--- src/rtl/hc00_bist_pkg.sv ---
// hc00_bist_pkg: shared types and constants for the quad-NAND BIST sequencer.
//   state_t  : sequencer states
//   GATE_N   : number of gates in the array
//   VEC_W    : width of the stimulus vector index
//   VEC_LAST : final vector index of a run
//   nand_exp : ideal gate response for a given A/B pair
package hc00_bist_pkg;

    localparam int GATE_N = 4;
    localparam int VEC_W  = 8;
    localparam logic [VEC_W-1:0] VEC_LAST = 8'hFF;

    typedef enum logic [1:0] {
        IDLE    = 2'd0,
        SETTLE  = 2'd1,
        CHECK   = 2'd2,
        DONE_ST = 2'd3
    } state_t;

    function automatic logic [GATE_N-1:0] nand_exp(input logic [GATE_N-1:0] a,
                                                   input logic [GATE_N-1:0] b);
        return ~(a & b);
    endfunction

endpackage

--- src/rtl/hc00_bist_if.sv ---
// hc00_bist_if: board-control side of the BIST sequencer.
//   start/abort      : single-cycle requests from board control
//   busy/done/pass   : run status
//   fail_mask        : sticky per-gate failure flags, bit n-1 = gate n
//   err_cnt          : saturating count of mismatching vectors
//   first_fail_vec   : index of the first mismatching vector
//   first_fail_valid : first_fail_vec holds a captured value
// master = board control, slave = sequencer.
interface hc00_bist_if #(parameter int ERR_W = 9) ();
    import hc00_bist_pkg::*;

    logic              start;
    logic              abort;
    logic              busy;
    logic              done;
    logic              pass;
    logic [GATE_N-1:0] fail_mask;
    logic [ERR_W-1:0]  err_cnt;
    logic [VEC_W-1:0]  first_fail_vec;
    logic              first_fail_valid;

    modport master (
        output start, abort,
        input  busy, done, pass, fail_mask, err_cnt, first_fail_vec, first_fail_valid
    );

    modport slave (
        input  start, abort,
        output busy, done, pass, fail_mask, err_cnt, first_fail_vec, first_fail_valid
    );

endinterface

--- src/rtl/hc00_sync_vec.sv ---
// hc00_sync_vec: multi-bit flop synchroniser for the gate outputs.
//   clk, rst_n : clock, async active-low reset (flops clear to 0)
//   d          : asynchronous input
//   q          : input after STAGES flops (at least 2)
// Each bit is synchronised independently; the sequencer only samples q
// after it has been stable for longer than the synchroniser depth.
module hc00_sync_vec #(
    parameter int WIDTH  = 4,
    parameter int STAGES = 2
) (
    input  logic             clk,
    input  logic             rst_n,
    input  logic [WIDTH-1:0] d,
    output logic [WIDTH-1:0] q
);
    localparam int ST = (STAGES < 2) ? 2 : STAGES;

    logic [WIDTH-1:0] ff [ST];

    always_ff @(posedge clk or negedge rst_n) begin
        if (!rst_n) begin
            for (int i = 0; i < ST; i++) ff[i] <= '0;
        end else begin
            ff[0] <= d;
            for (int i = 1; i < ST; i++) ff[i] <= ff[i-1];
        end
    end

    assign q = ff[ST-1];

endmodule

--- src/rtl/hc00_bist_ctrl.sv ---
// hc00_bist_ctrl: exhaustive BIST sequencer for a quad 2-input NAND array.
//   clk, rst_n   : clock, async active-low reset
//   ctl          : board-control interface (start/abort in, results out)
//   dut_a, dut_b : gate inputs, A = vec[7:4], B = vec[3:0] while busy
//   dut_y        : gate outputs, asynchronous to clk
//
//   state   | meaning
//   IDLE    | no run, pins driven 0, results from an aborted run (or reset) held
//   SETTLE  | vector driven, settle counter runs 1..SETTLE_EFF
//   CHECK   | compare synchronised outputs, accumulate, step vector
//   DONE_ST | run completed, done/pass valid, results held until next start
module hc00_bist_ctrl
    import hc00_bist_pkg::*;
#(
    parameter int SETTLE_CYC  = 4,
    parameter int SYNC_STAGES = 2,
    parameter int ERR_W       = 9
) (
    input  logic              clk,
    input  logic              rst_n,
    hc00_bist_if.slave        ctl,
    output logic [GATE_N-1:0] dut_a,
    output logic [GATE_N-1:0] dut_b,
    input  logic [GATE_N-1:0] dut_y
);
    localparam int SYNC_EFF   = (SYNC_STAGES < 2) ? 2 : SYNC_STAGES;
    // Settle must cover the synchroniser plus one cycle of stable data.
    localparam int SETTLE_EFF = (SETTLE_CYC < SYNC_EFF + 1) ? SYNC_EFF + 1 : SETTLE_CYC;
    localparam int CNT_W      = $clog2(SETTLE_EFF + 1);
    localparam logic [CNT_W-1:0] SETTLE_LAST = CNT_W'(SETTLE_EFF);

    state_t             state_q, state_d;
    logic [VEC_W-1:0]   vec_q;
    logic [CNT_W-1:0]   cnt_q;
    logic [GATE_N-1:0]  fail_q;
    logic [ERR_W-1:0]   err_q;
    logic [VEC_W-1:0]   ffv_q;
    logic               ffvalid_q;
    logic [GATE_N-1:0]  ys;
    logic [GATE_N-1:0]  mis;
    logic               running;
    logic               accept_start;
    logic               abort_run;

    hc00_sync_vec #(.WIDTH(GATE_N), .STAGES(SYNC_EFF)) u_sync (
        .clk   (clk),
        .rst_n (rst_n),
        .d     (dut_y),
        .q     (ys)
    );

    assign running      = (state_q == SETTLE) || (state_q == CHECK);
    assign accept_start = ctl.start && !ctl.abort && !running;
    assign abort_run    = ctl.abort && running;
    assign mis          = ys ^ nand_exp(vec_q[7:4], vec_q[3:0]);

    always_ff @(posedge clk or negedge rst_n) begin
        if (!rst_n) state_q <= IDLE;
        else        state_q <= state_d;
    end

    always_comb begin
        state_d = state_q;
        case (state_q)
            IDLE, DONE_ST: if (accept_start) state_d = SETTLE;
            SETTLE: begin
                if (abort_run)                 state_d = IDLE;
                else if (cnt_q == SETTLE_LAST) state_d = CHECK;
            end
            CHECK: begin
                if (abort_run)               state_d = IDLE;
                else if (vec_q == VEC_LAST)  state_d = DONE_ST;
                else                         state_d = SETTLE;
            end
            default: state_d = IDLE;
        endcase
    end

    always_ff @(posedge clk or negedge rst_n) begin
        if (!rst_n) begin
            vec_q     <= '0;
            cnt_q     <= '0;
            fail_q    <= '0;
            err_q     <= '0;
            ffv_q     <= '0;
            ffvalid_q <= 1'b0;
        end else if (accept_start) begin
            vec_q     <= '0;
            cnt_q     <= CNT_W'(1);
            fail_q    <= '0;
            err_q     <= '0;
            ffv_q     <= '0;
            ffvalid_q <= 1'b0;
        end else if (!abort_run) begin
            if (state_q == SETTLE && cnt_q != SETTLE_LAST) begin
                cnt_q <= cnt_q + 1'b1;
            end
            if (state_q == CHECK) begin
                if (mis != '0) begin
                    fail_q <= fail_q | mis;
                    if (err_q != '1) err_q <= err_q + 1'b1;
                    if (!ffvalid_q) begin
                        ffv_q     <= vec_q;
                        ffvalid_q <= 1'b1;
                    end
                end
                if (vec_q != VEC_LAST) begin
                    vec_q <= vec_q + 1'b1;
                    cnt_q <= CNT_W'(1);
                end
            end
        end
    end

    assign dut_a                = running ? vec_q[7:4] : '0;
    assign dut_b                = running ? vec_q[3:0] : '0;
    assign ctl.busy             = running;
    assign ctl.done             = (state_q == DONE_ST);
    assign ctl.pass             = (state_q == DONE_ST) && (err_q == '0);
    assign ctl.fail_mask        = fail_q;
    assign ctl.err_cnt          = err_q;
    assign ctl.first_fail_vec   = ffv_q;
    assign ctl.first_fail_valid = ffvalid_q;

endmodule

--- src/flat_wrapper.sv ---
// flat-port wrapper written by rule: the top's interface ports become plain ports
module hc00_bist_ctrl_flat import hc00_bist_pkg::*;
#(
    parameter int SETTLE_CYC  = 4,
    parameter int SYNC_STAGES = 2,
    parameter int ERR_W       = 9
)
  (clk, rst_n, dut_a, dut_b, dut_y, ctl_start, ctl_abort, ctl_busy, ctl_done, ctl_pass, ctl_fail_mask, ctl_err_cnt, ctl_first_fail_vec, ctl_first_fail_valid);
  hc00_bist_if #(.ERR_W(ERR_W)) ctl_i ();
  input  logic clk;
  input  logic rst_n;
  output logic [GATE_N-1:0] dut_a;
  output logic [GATE_N-1:0] dut_b;
  input  logic [GATE_N-1:0] dut_y;
  input wire logic [$bits(ctl_i.start)-1:0] ctl_start;
  input wire logic [$bits(ctl_i.abort)-1:0] ctl_abort;
  output wire logic [$bits(ctl_i.busy)-1:0] ctl_busy;
  output wire logic [$bits(ctl_i.done)-1:0] ctl_done;
  output wire logic [$bits(ctl_i.pass)-1:0] ctl_pass;
  output wire logic [$bits(ctl_i.fail_mask)-1:0] ctl_fail_mask;
  output wire logic [$bits(ctl_i.err_cnt)-1:0] ctl_err_cnt;
  output wire logic [$bits(ctl_i.first_fail_vec)-1:0] ctl_first_fail_vec;
  output wire logic [$bits(ctl_i.first_fail_valid)-1:0] ctl_first_fail_valid;
  assign ctl_i.start = ctl_start;
  assign ctl_i.abort = ctl_abort;
  assign ctl_busy = ctl_i.busy;
  assign ctl_done = ctl_i.done;
  assign ctl_pass = ctl_i.pass;
  assign ctl_fail_mask = ctl_i.fail_mask;
  assign ctl_err_cnt = ctl_i.err_cnt;
  assign ctl_first_fail_vec = ctl_i.first_fail_vec;
  assign ctl_first_fail_valid = ctl_i.first_fail_valid;
  hc00_bist_ctrl #(.SETTLE_CYC(SETTLE_CYC), .SYNC_STAGES(SYNC_STAGES), .ERR_W(ERR_W)) u_core (.clk(clk), .rst_n(rst_n), .ctl(ctl_i), .dut_a(dut_a), .dut_b(dut_b), .dut_y(dut_y));
endmodule
--- config.mk ---
export PLATFORM = sky130hd
export DESIGN_NAME = hc00_bist_ctrl_flat
export DESIGN_NICKNAME = d
export VERILOG_FILES = /design/src/rtl/hc00_bist_pkg.sv /design/src/rtl/hc00_bist_if.sv /design/src/rtl/hc00_sync_vec.sv /design/src/rtl/hc00_bist_ctrl.sv /design/src/flat_wrapper.sv
export SDC_FILE = /design/constraint.sdc
export NUM_CORES = 1
export LEC_CHECK = 0
export CAP_MARGIN = 10
export CORE_MARGIN = 5
export CORE_UTILIZATION = 38
export CTS_BUF_LIST = sky130_fd_sc_hd__clkbuf_8
export CTS_CLUSTER_SIZE = 10
export DETAILED_ROUTE_END_ITERATION = 8
export SETUP_SLACK_MARGIN = 0.15
export SYNTH_ARGS = -nofsm -noshare
export SYNTH_HDL_FRONTEND = slang
export SYNTH_SLANG_ARGS = --single-unit
--- constraint.sdc ---
create_clock -name clk -period 4 [get_ports clk]
set_input_delay 0.8 -clock clk [delete_from_list [all_inputs] [get_ports clk]]
set_output_delay 0.8 -clock clk [all_outputs]
set_load 0.03 [all_outputs]
Word level (Yosys, flattened, before mapping)
Index checks and enable logic that the tools add are counted.
{ "op_classes": {"n_addsub": 3, "n_eq_ne": 12, "mux": 35, "bitwise_logic": 4, "reduce_logical": 21} }
{ "ops": {"columns": ["op", "count"], "rows": [
  ["2-to-1 mux 8 bit", 9],
  ["2-to-1 mux 9 bit", 5],
  ["2-to-1 mux 4 bit", 6],
  ["2-to-1 mux 3 bit", 5],
  ["2-to-1 mux 2 bit", 5],
  ["adder 9 x 1 -> 9 bit, second input constant", 1],
  ["zero test 9 bit", 1],
  ["!= test 9 bit, second input constant", 1],
  ["adder 8 x 1 -> 8 bit, second input constant", 1],
  ["== test 8 bit, second input constant", 1],
  ["!= test 8 bit, second input constant", 1],
  ["AND reduction 4 bit", 2],
  ["nonzero test 2 bit", 4],
  ["case mux 2 bit (3 select lines)", 1],
  ["AND reduction 3 bit", 2],
  ["logical AND 1 bit", 5],
  ["bitwise AND 4 bit", 1],
  ["== test 2 bit, second input constant", 2],
  ["2-to-1 mux 1 bit", 4],
  ["!= test 2 x 1 -> 1 bit, second input constant", 2],
  ["inverter 4 bit", 1],
  ["bitwise OR 4 bit", 1],
  ["nonzero test 4 bit", 1],
  ["XOR 4 bit", 1],
  ["11 further kinds", 12]
]} }
{ "totals": {"reg_bits": 43, "inputBits": 8, "output_inout_bits": 33, "elab_cells": 84} }

Logic depth before layout (Yosys ltp)
Gate-level depths: netlist of the first run.
{ "logic_depth": {"word_depth": 8, "mapped_depth": 9, "depth_no_buf": 8} }

Modules after synthesis
From an unflattened synthesis of the first run, not the netlist that was laid out.
{ "hier_totals": {"hier_cells": 233, "area_unflattened_um2": 2354.8} }
{ "modules_own_cells": {"columns": ["mod", "n_inst", "cells_each", "area_per_inst_um2", "seq_area_each_um2"], "rows": [
  ["hc00_bist_ctrl", 1, 221, 2124.5, 875.8],
  ["hc00_sync_vec", 1, 12, 230.2, 200.2]
]} }

Worst setup path after synthesis of the first run
No wires, ideal clock.
{ "synth_timing": {"path_type": "register to output", "startpoint": "register u_core.err_q[3], in the netlist u_core.ctl.err_cnt[3]", "endpoint": "output port ctl_pass", "t_arrival_ns": 1.926, "setup_slack_ns": 1.274, "stages_incl_launch_ff": 4, "n_path_buf": 0, "cell_sequence": "dfrtp_1 -> nor4_1 -> nand3b_1 -> nor4b_1"} }
{ "synth_via": {"elab_chain_cells": 2} }
{ "synth_rtl": {"columns": ["item", "line_no", "source"], "rows": [
  ["start: declaration", "hc00_bist_ctrl.sv:36", "logic [ERR_W-1:0] err_q;"],
  ["start signal: assignment", "hc00_bist_ctrl.sv:101", "if (err_q != '1) err_q <= err_q + 1'b1;"],
  ["zero test 9 bit", "hc00_bist_ctrl.sv:119", "assign ctl.pass = (state_q == DONE_ST) && (err_q == '0);"],
  ["logical AND 1 bit", "hc00_bist_ctrl.sv:119", null],
  ["end: declaration", "flat_wrapper.sv:19", "output wire logic [$bits(ctl_i.pass)-1:0] ctl_pass;"]
]} }
Every way passes these cells.

Worst setup path after layout of the first run
Ends and elaborated chain as after synthesis.

==> results of run 1 <==
[layer usage]
metal  global-route usage [%]  vias up
li1                         -      796
met1                    18.67      791
met2                    20.95       32
met3                    3.554        6
met4                    3.885        0
met5                        0        -
[worst min-delay path by stage]
stage	from	cells past startpoint	endpoint	slack, ns
6_report	u_core.u_sync.ff[7]$_DFF_PN0_	0	u_core.u_sync.q[3]$_DFF_PN0_	0.35
5_1_grt	u_core.u_sync.ff[4]$_DFF_PN0_	0	u_core.u_sync.q[0]$_DFF_PN0_	0.37
4_1_cts	u_core.u_sync.ff[7]$_DFF_PN0_	0	u_core.u_sync.q[3]$_DFF_PN0_	0.36
3_5_place_dp	u_core.u_sync.ff[7]$_DFF_PN0_	0	u_core.u_sync.q[3]$_DFF_PN0_	0.34
3_3_place_gp	u_core.u_sync.ff[4]$_DFF_PN0_	0	u_core.u_sync.q[0]$_DFF_PN0_	0.33
2_1_floorplan	u_core.u_sync.ff[4]$_DFF_PN0_	0	u_core.u_sync.q[0]$_DFF_PN0_	0.33
[report_power, final]
part	total (uW)	switching [uW]	internal, uW
Sequential	568	63.2	505
Clock	336	150	186
Combinational	596	350	246
Total	1500	564	937
[synthesized netlist by cell type, drive strengths merged (5+ instances only)]
cell | count | area, um^2
inv | 15 | 56.30
nor2 | 23 | 86.33
nand2 | 6 | 22.52
o21ai | 6 | 30.03
nor2b | 9 | 56.30
and3 | 6 | 37.54
dfrtp | 43 | 1076
xnor2 | 7 | 61.31
or3 | 6 | 37.54
clkbuf | 5 | 18.77
ha | 9 | 112.6
buf | 5 | 23.77
a21oi | 8 | 40.04
mux2i | 13 | 130.1
[worst max-delay path: stages, from the launching register on]
cell and delay (ns):
sky130_fd_sc_hd__dfrtp_1 0.45, sky130_fd_sc_hd__nor4_1 0.31, sky130_fd_sc_hd__nand3b_1 0.11, sky130_fd_sc_hd__nor4b_1 0.24, sky130_fd_sc_hd__clkdlybuf4s50_1 0.72
[final cells by class]
class                   count  area share, %
multi-input cells         138          37.18
clock buffers               5          2.488
well taps                  72          3.256
repair buffers             41          14.56
clock inverters             3          1.583
flip-flops and latches     43          38.90
inverters                  15          2.035
[cells in the final DEF, fill, tap and decap left out, drive strengths merged, types with 2 or more instances in the layout]
master and instances:
ha 9, nor3 3, o21ai 6, and3b 4, or3 6, mux2i 13, a21boi 4, and3 6
o31a 4, nand2 6, nand3 4, clkdlybuf4s50 39, inv 15, o211ai 2, a211oi 2, dfrtp 43
nor2b 9, xnor2 7, buf 2, nor2 23, nor3b 3, clkbuf 5, o22ai 2, clkinv 2
a21oi 8, a2111oi 2, a41oi 2
[flip-flops by register name, summed over array words and instances, names as in the netlist]
signal	cells
u_core.ctl.err_cnt	9
u_core.ctl.first_fail_vec	8
u_core.ctl.fail_mask	4
u_core.cnt_q	3
u_core.ctl.first_fail_valid	1
u_core.u_sync.ff	4
u_core.u_sync.q	4
u_core.state_q	2
u_core.vec_q	8
[metrics by stage]
| stage | instance area [um^2] | hold slack (ns) | instances |
|---|---|---|---|
| after floorplan | 2197 | 0.3312 | 206 |
| after global placement | 2654 | 0.3316 | 309 |
| after detailed placement | 2654 | 0.3355 | 309 |
| after CTS | 2766 | 0.3555 | 317 |
| after global routing | 2766 | 0.3659 | 317 |
| final | 2766 | 0.3537 | 317 |
[logic make-up (layout without fill, tap and decap cells)]
logic type	count (synthesis)	after routing	synth area share, %
flops	43	43	48.97
mux	14	14	6.435
fa+ha+maj	9	9	5.125
simple gates	72	72	18.05
compound gates	35	35	13.72
buf+inv	25	64	4.499
xor+xnor	8	8	3.189
==> flow_results.org, run 1 <==
** Logic synthesis
- Counting flops with a built-in enable in the synthesized netlist gives 0.
- Among all flip-flop cells after synthesis, the most frequent one is sky130_fd_sc_hd__dfrtp_1.
- Post-synth cell types :: 41
- Post-synthesis instance total :: 206
- Of the synthesized area, sequential elements account for 48.97%.
- Each instance of the synthesized netlist takes up on average 10.67 um^2.
- Warnings from Yosys :: 0
- The synthesized design contains 43 register bits.
- Post-synth ARST share :: 100.0%
- Syn Std Cell Area :: 0.002197 mm^2
- Number of nets in the synthesized netlist :: 223

** Setup path
- Along the worst path, the maximum fanout reaches 6.
- Type of the worst setup path :: reg -> out
- FF-to-FF setup slack :: 1.44 ns
- The worst setup path is captured at an output port.
- The number of cells on the worst reg-to-reg path is 7.
- The most critical setup path has its endpoint at ctl_pass.
- In this run the critical register-to-register path is captured at u_core.ctl.err_cnt[7]$_DFFE_PN0P_.
- Startpoint class of the critical path :: flop
- Data required time at the worst endpoint :: 3.20 ns
- Tracing the worst setup path back leads to its startpoint at u_core.ctl.err_cnt[3]$_DFFE_PN0P_.
- STA puts the critical path data arrival time at 2.12 ns.
- In this run the critical register-to-register path is launched from u_core.state_q[0]$_DFFE_PN0P_.

** Timing
- Setup violations remaining at the end of the flow were counted as 0.
- Total negative slack for setup checks :: 0 ns
- Post-route setup slack :: 1.079 ns
- Final Hold Fails :: 0
- The final max-slew violation count is 0.
- Final clock period utilization by the worst path :: 73.04%
- Setup repair after global routing left no endpoint under its margin.
- Transition time at the pin with the least slew margin :: 0.9417 ns
- Clock skew on the completed layout was measured at 0.007335 ns.
- Max_slew headroom :: 37.22%
- Fmax achieved :: 342.3 MHz
- Fin crit period :: 2.921 ns

** CTS
- In this run the deepest clock path goes through 2 buffers.
- The later pin in the worst-skew pair is clocked with a latency of 0.29 ns.
- Num CTS Buffers :: 5
- Hold-fix buffers, CTS :: 0
- Number of sinks handled by clock tree synthesis :: 43
- TritonCTS built the clock tree.
- In this run the number of H-tree levels came out at 2.
- After clock tree synthesis, the clock-pin slew on the worst setup and hold paths is 0.08 ns.
- CTS placed an instance of sky130_fd_sc_hd__clkbuf_8 at the clock tree root.
- Buffers added to address setup during post-CTS repair amount to 0.
- After clock tree synthesis, the repair step resized 0 gates.

** Final layout
- Fill cells in the final layout number 537.
- Area of the multi-input gates :: 0.001028 mm^2
- Share of post-route cells with drive strength above 1 :: 7.755%
- For this run, the share of the core covered by cells in the final layout is 49.63%.
- The final layout contains 261 nets.
- Area taken by flip-flops and latches :: 0.001076 mm^2
- The repair_antennas step left the layout with diodes totalling 0.
- From synthesis to final layout, the design area changed by 25.91%.

** Placement
- Placement Setup Slack :: 1.104 ns
- Routability congestion estimate from global placement :: 0.7375
- In this run the tool buffered the top-level ports with 40 buffer cells.
- Once detailed placement completed, the half-perimeter wirelength came to 3237 um.

** Floorplan
- Die Span X :: 86.04 um
- After floorplanning, the core was divided into 27 placement rows.
- Number of I/O pins :: 41
- The core region is 0.005574 mm^2.
- DIE HEIGHT :: 86.04 um
- Effective utilization at floorplan :: 39.42%
- Total Die Area :: 0.007403 mm^2

** GRT
- Number of antenna violations at the first check in global routing :: 0
- Overflow after GRT :: 0
- The first global-routing pass estimated 7955 um of wire.
- Entering global routing, the biggest net connects 44 pins.
- Number of global-route vias before repair :: 1,640
- Overall fraction of global-route tracks in use :: 13.56%

** Hold path
- The tightest min-delay check is of the reg -> reg type.

** Routing
- The first TritonRoute pass finished after 4 iterations.
- For this block, wires on met1 add up to 2170 um.
- Top sig layer :: met4
- After detailed routing, the average wire length per cell comes to 14.23 um.
- Routed via count :: 1,625
- Post-route ant nets :: 0
- DRT iter0 DRCs :: 69
- Final routed wirelength across all metal layers :: 4512 um
- Met2 wire len :: 2075 um
- In the routed design, unresolved DRC markers number 0.
- Post-DR vias/cell :: 5.126
- Met3 wirelength from detailed routing :: 219 um

** Power and ir drop
- Power after layout :: 1500 uW
- Power density over the cells :: 542.3 mW/mm^2
- Worst VDD drop :: 0.0002518 V
- Summed over all cells, the static leakage comes to 0.001267 uW.

** Job
- Maxcap violations :: 0

** Status
- Result of the run :: completed
No activity file was read; power rests on OpenSTA's default activity.
==> run 2, diff against run 1 <==
==> constraint.sdc (replaced) <==
create_clock -name clk -period 3 [get_ports clk]
set_input_delay 0.6 -clock clk [delete_from_list [all_inputs] [get_ports clk]]
set_output_delay 0.6 -clock clk [all_outputs]
set_load 0.03 [all_outputs]
==> run 2 against run 1 <==
Compared with the run above:
- cell count is 0.63% higher
- non-clock buffer count grew 2
- core utilization fell by 0.25 points
- critical path depth is the same
- first-iteration DRC count increased by 41%
- via count down 0.62%
- sequential share of layout area is 0.19 points higher
- clock power is 4% higher
- die area unchanged
- critical path type unchanged
- critical endpoint is now ctl_busy
==> flow_results.org, run 2 (same netlist as run 1, synthesis figures left out) <==
** CTS
- The depth of the CTS H-tree came to 2 (unchanged).
- Postcts setup bufs :: 0 (unchanged)
- The count of hold-fix buffers inserted at cts was 0 (unchanged).
- The tree is rooted in a sky130_fd_sc_hd__clkbuf_8.
- Quantity of gates resized following cts :: 0 (unchanged)
- The number of clock sinks came to 43 (unchanged).
- Largest buffer count on any clock path :: 2 (unchanged)
- The clock transition at the register clock pins on the worst setup and hold paths after CTS came to 0.08 ns (about the same).
- Num CTS Buffers :: 5 (unchanged)
- The clock latency reported for the late side of the worst-skew pair is 0.29 ns (about the same).
- TritonCTS built the clock tree.

** Status
- The flow ran to the end, and the final reports show no timing, DRC or antenna violations.

** Floorplan
- Effective utilization at floorplan :: 39.42% (unchanged)
- The chip width came to 86.04 um (unchanged).
- Number of placement rows :: 27 (unchanged)
- The overall die area is 0.007403 mm^2 (unchanged).
- DIE HEIGHT :: 86.04 um (unchanged)
- The count of pins on the block boundary came to 41 (unchanged).
- The area of the placeable core is 0.005574 mm^2 (unchanged).

** Setup path
- Cell count of the worst reg-to-reg path :: 7 (unchanged)
- Cell type group with the largest total delay on the critical path :: buffers and inverters
- Startpoint of the worst-slack reg-to-reg timing path :: u_core.state_q[0]$_DFFE_PN0P_
- The worst setup path is of the reg -> out kind.
- Cells along the critical path :: inv_1, ha_1, inv_1, clkdlybuf4s50_1
- FF-to-FF setup slack :: 0.70 ns (-0.74 ns)
- The endpoint identified for the worst register-to-register timing path is u_core.vec_q[1]$_DFFE_PN0P_.
- CP Capture Type :: output port
- Maximum fanout encountered on the critical timing path :: 11 (+5)
- Crit path top cell by count :: sky130_fd_sc_hd__inv_1
- Crit path largest cell delay :: 0.70 ns (-0.02 ns)
- The required time at the endpoint of the critical path is 2.40 ns (-0.80 ns).
- Among all stages on the critical path, the largest delay is contributed by sky130_fd_sc_hd__clkdlybuf4s50_1.
- Crit path arrival time :: 2.10 ns (-0.02 ns)
- Startpoint class of the critical path :: flop
- The total buffers and inverters traversed by the critical path is 3 (+2).

** GRT
- Pin count of the biggest net entering global routing :: 44 (unchanged)
- The global-route wire length before repair was 7866 um (-1.1%).
- The via count of the first global-routing pass was 1,643 (+0.18%).
- The initial antenna violation count is 0 (unchanged).
- Overflow after GRT :: 0 (unchanged)
- The combined global-route utilization of all metal layers came to 13.44% (-0.11 points).

** Timing
- The worst slew slack as a fraction of its limit came to 36.92% (-0.30 points).
- Of the available clock period, the critical path in the final layout requires 89.97%.
- RSZ-0062 raised after global routing :: no
- Total negative slack for setup checks :: 0 ns (unchanged)
- The worst-case hold slack was 0.3503 ns (-0.003385 ns).
- Setup-failing EPs final :: 0 (unchanged)
- For this run, the top clock speed supported by timing is 370.5 MHz.
- The slew at the pin closest to its max-slew limit is 0.9462 ns (+0.004512 ns).
- Number of max-slew violations in the final report :: 0 (unchanged)
- Largest clock skew in the final design :: 0.007898 ns (+0.0005628 ns)
- The final count of hold timing violations came to 0 (unchanged).
- Fin crit period :: 2.699 ns

** Hold path
- In this run the worst hold path is classified as reg -> reg.
- Number of cells traversed by the worst hold path :: 0 (unchanged)
- The startpoint identified for the worst hold timing path is u_core.u_sync.ff[7]$_DFF_PN0_.
- The worst hold path terminates at u_core.u_sync.q[3]$_DFF_PN0_.

** Routing
- The number of iterations in the first detailed-routing pass came to 4 (unchanged).
- The final antenna-violating net count was 0 (unchanged).
- The detailed-route wire length per cell was 14.60 um (+2.5%).
- The number of vias per cell after detailed routing was 5.063 (-1.2%).
- Final routed wirelength across all metal layers :: 4656 um (+3.2%)
- The overall via count from detail_route came to 1,615 (-0.62%).
- DRT iter0 DRCs :: 97 (+41%)
- Remaining routing DRC violations :: 0 (unchanged)

** Placement
- The placer's final routability congestion estimate came to 0.7323 (-0.71%).
- The number of input and output port buffers inserted is 40 (unchanged).
- Post-detailed-placement half-perimeter wirelength :: 3192 um (-1.4%)

** Final layout
- Leaving out fill and tap cells, the most frequent cell in the layout is sky130_fd_sc_hd__dfrtp_1.
- The final antenna diode count is 0 (unchanged).
- From synthesis to final layout, the design area changed by 25.28%.
- # nets final :: 263 (+0.77%)
- The number of flip-flops under the largest register name came to 9 (unchanged).
- Most frequent cells in the layout :: sky130_fd_sc_hd__dfrtp_1, sky130_fd_sc_hd__clkdlybuf4s50_1, sky130_fd_sc_hd__nor2_1
- Share of post-route cells with drive strength above 1 :: 7.692% (-0.063 points)

** Power and ir drop
- The leakage power came to 0.001287 uW (+1.5%).
- Worst VDD drop :: 0.0003215 V (+28%)
- Power density over the cells :: 694.7 mW/mm^2 (+28%)

** Job
- The number of violations of the max-capacitance limit came to 0 (unchanged).
==> run 2: per-stage QoR <==
step / setup WS, ns / cells / total power (uW) / cell area [um^2] / util (%)
global route: 0.1980 / 319 / 2047 / 2753 / 49.38
global placement: 0.6073 / 311 / 1578 / 2669 / 47.88
detailed placement: 0.5497 / 311 / 1588 / 2669 / 47.88
CTS: 0.2484 / 319 / 1947 / 2750 / 49.34
floorplan: 0.4738 / 206 / 1298 / 2197 / -
finish: 0.3010 / 319 / 1912 / 2753 / 49.38
==> run 2: worst reg2reg max path, cell delays in order (launching register included) <==
cell and delay (ns):
sky130_fd_sc_hd__dfrtp_1 0.38, sky130_fd_sc_hd__inv_1 0.07, sky130_fd_sc_hd__ha_1 0.50, sky130_fd_sc_hd__nand2b_1 0.22, sky130_fd_sc_hd__nand2_1 0.29, sky130_fd_sc_hd__a31oi_2 0.43, sky130_fd_sc_hd__mux2i_1 0.23, sky130_fd_sc_hd__nor2_1 0.06
==> run 2: cell type report <==
class | count | area (um^2)
clock inverter | 3 | 12.51
fill | 520 | 2821
multi-input combinational | 138 | 1028
inverter | 15 | 56.30
tap | 72 | 90.09
clock buffer | 5 | 68.82
timing repair buffer | 43 | 420.4
sequential | 43 | 1076
==> run 2: routing by layer <==
metal  share of wire (%)  track usage (%)  wire length [um]  vias to the layer above
li1                    -                -                 -                      791
met1                  48            17.68              2212                      789
met2                  47            21.58              2171                       31
met3                 4.9            3.746               229                        4
met4                0.90            3.885                42                        0
met5                   0                0                 0                        -
==> run 2: report_power, final <==
group	switching [uW]	total (uW)	internal, uW
logic	470	804	334
registers	83.7	757	673
clock network	194	351	157
total	748	1910	1160
==> run 2: worst max-delay path by stage <==
stage / slack, ns / cells past startpoint / to / start
global route: 0.20 / 4 / ctl_busy / u_core.state_q[0]$_DFFE_PN0P_
global placement: 0.61 / 6 / u_core.vec_q[1]$_DFFE_PN0P_ / ctl_abort
CTS: 0.25 / 4 / ctl_busy / u_core.state_q[0]$_DFFE_PN0P_
finish: 0.30 / 4 / ctl_busy / u_core.state_q[0]$_DFFE_PN0P_
floorplan: 0.47 / 3 / ctl_pass / u_core.ctl.err_cnt[3]$_DFFE_PN0P_
detailed placement: 0.55 / 6 / u_core.vec_q[1]$_DFFE_PN0P_ / ctl_abort
==> run 3, diff against run 2 <==
--- a/config.mk
+++ b/config.mk
@@ -11,6 +11,7 @@
 export CTS_BUF_LIST = sky130_fd_sc_hd__clkbuf_8
 export CTS_CLUSTER_SIZE = 10
 export DETAILED_ROUTE_END_ITERATION = 8
+export HOLD_SLACK_MARGIN = 0.08
 export SETUP_SLACK_MARGIN = 0.15
 export SYNTH_ARGS = -nofsm -noshare
 export SYNTH_HDL_FRONTEND = slang
==> results of run 3 <==
No change in the layout: final DEF, timing and power equal those of run 2.
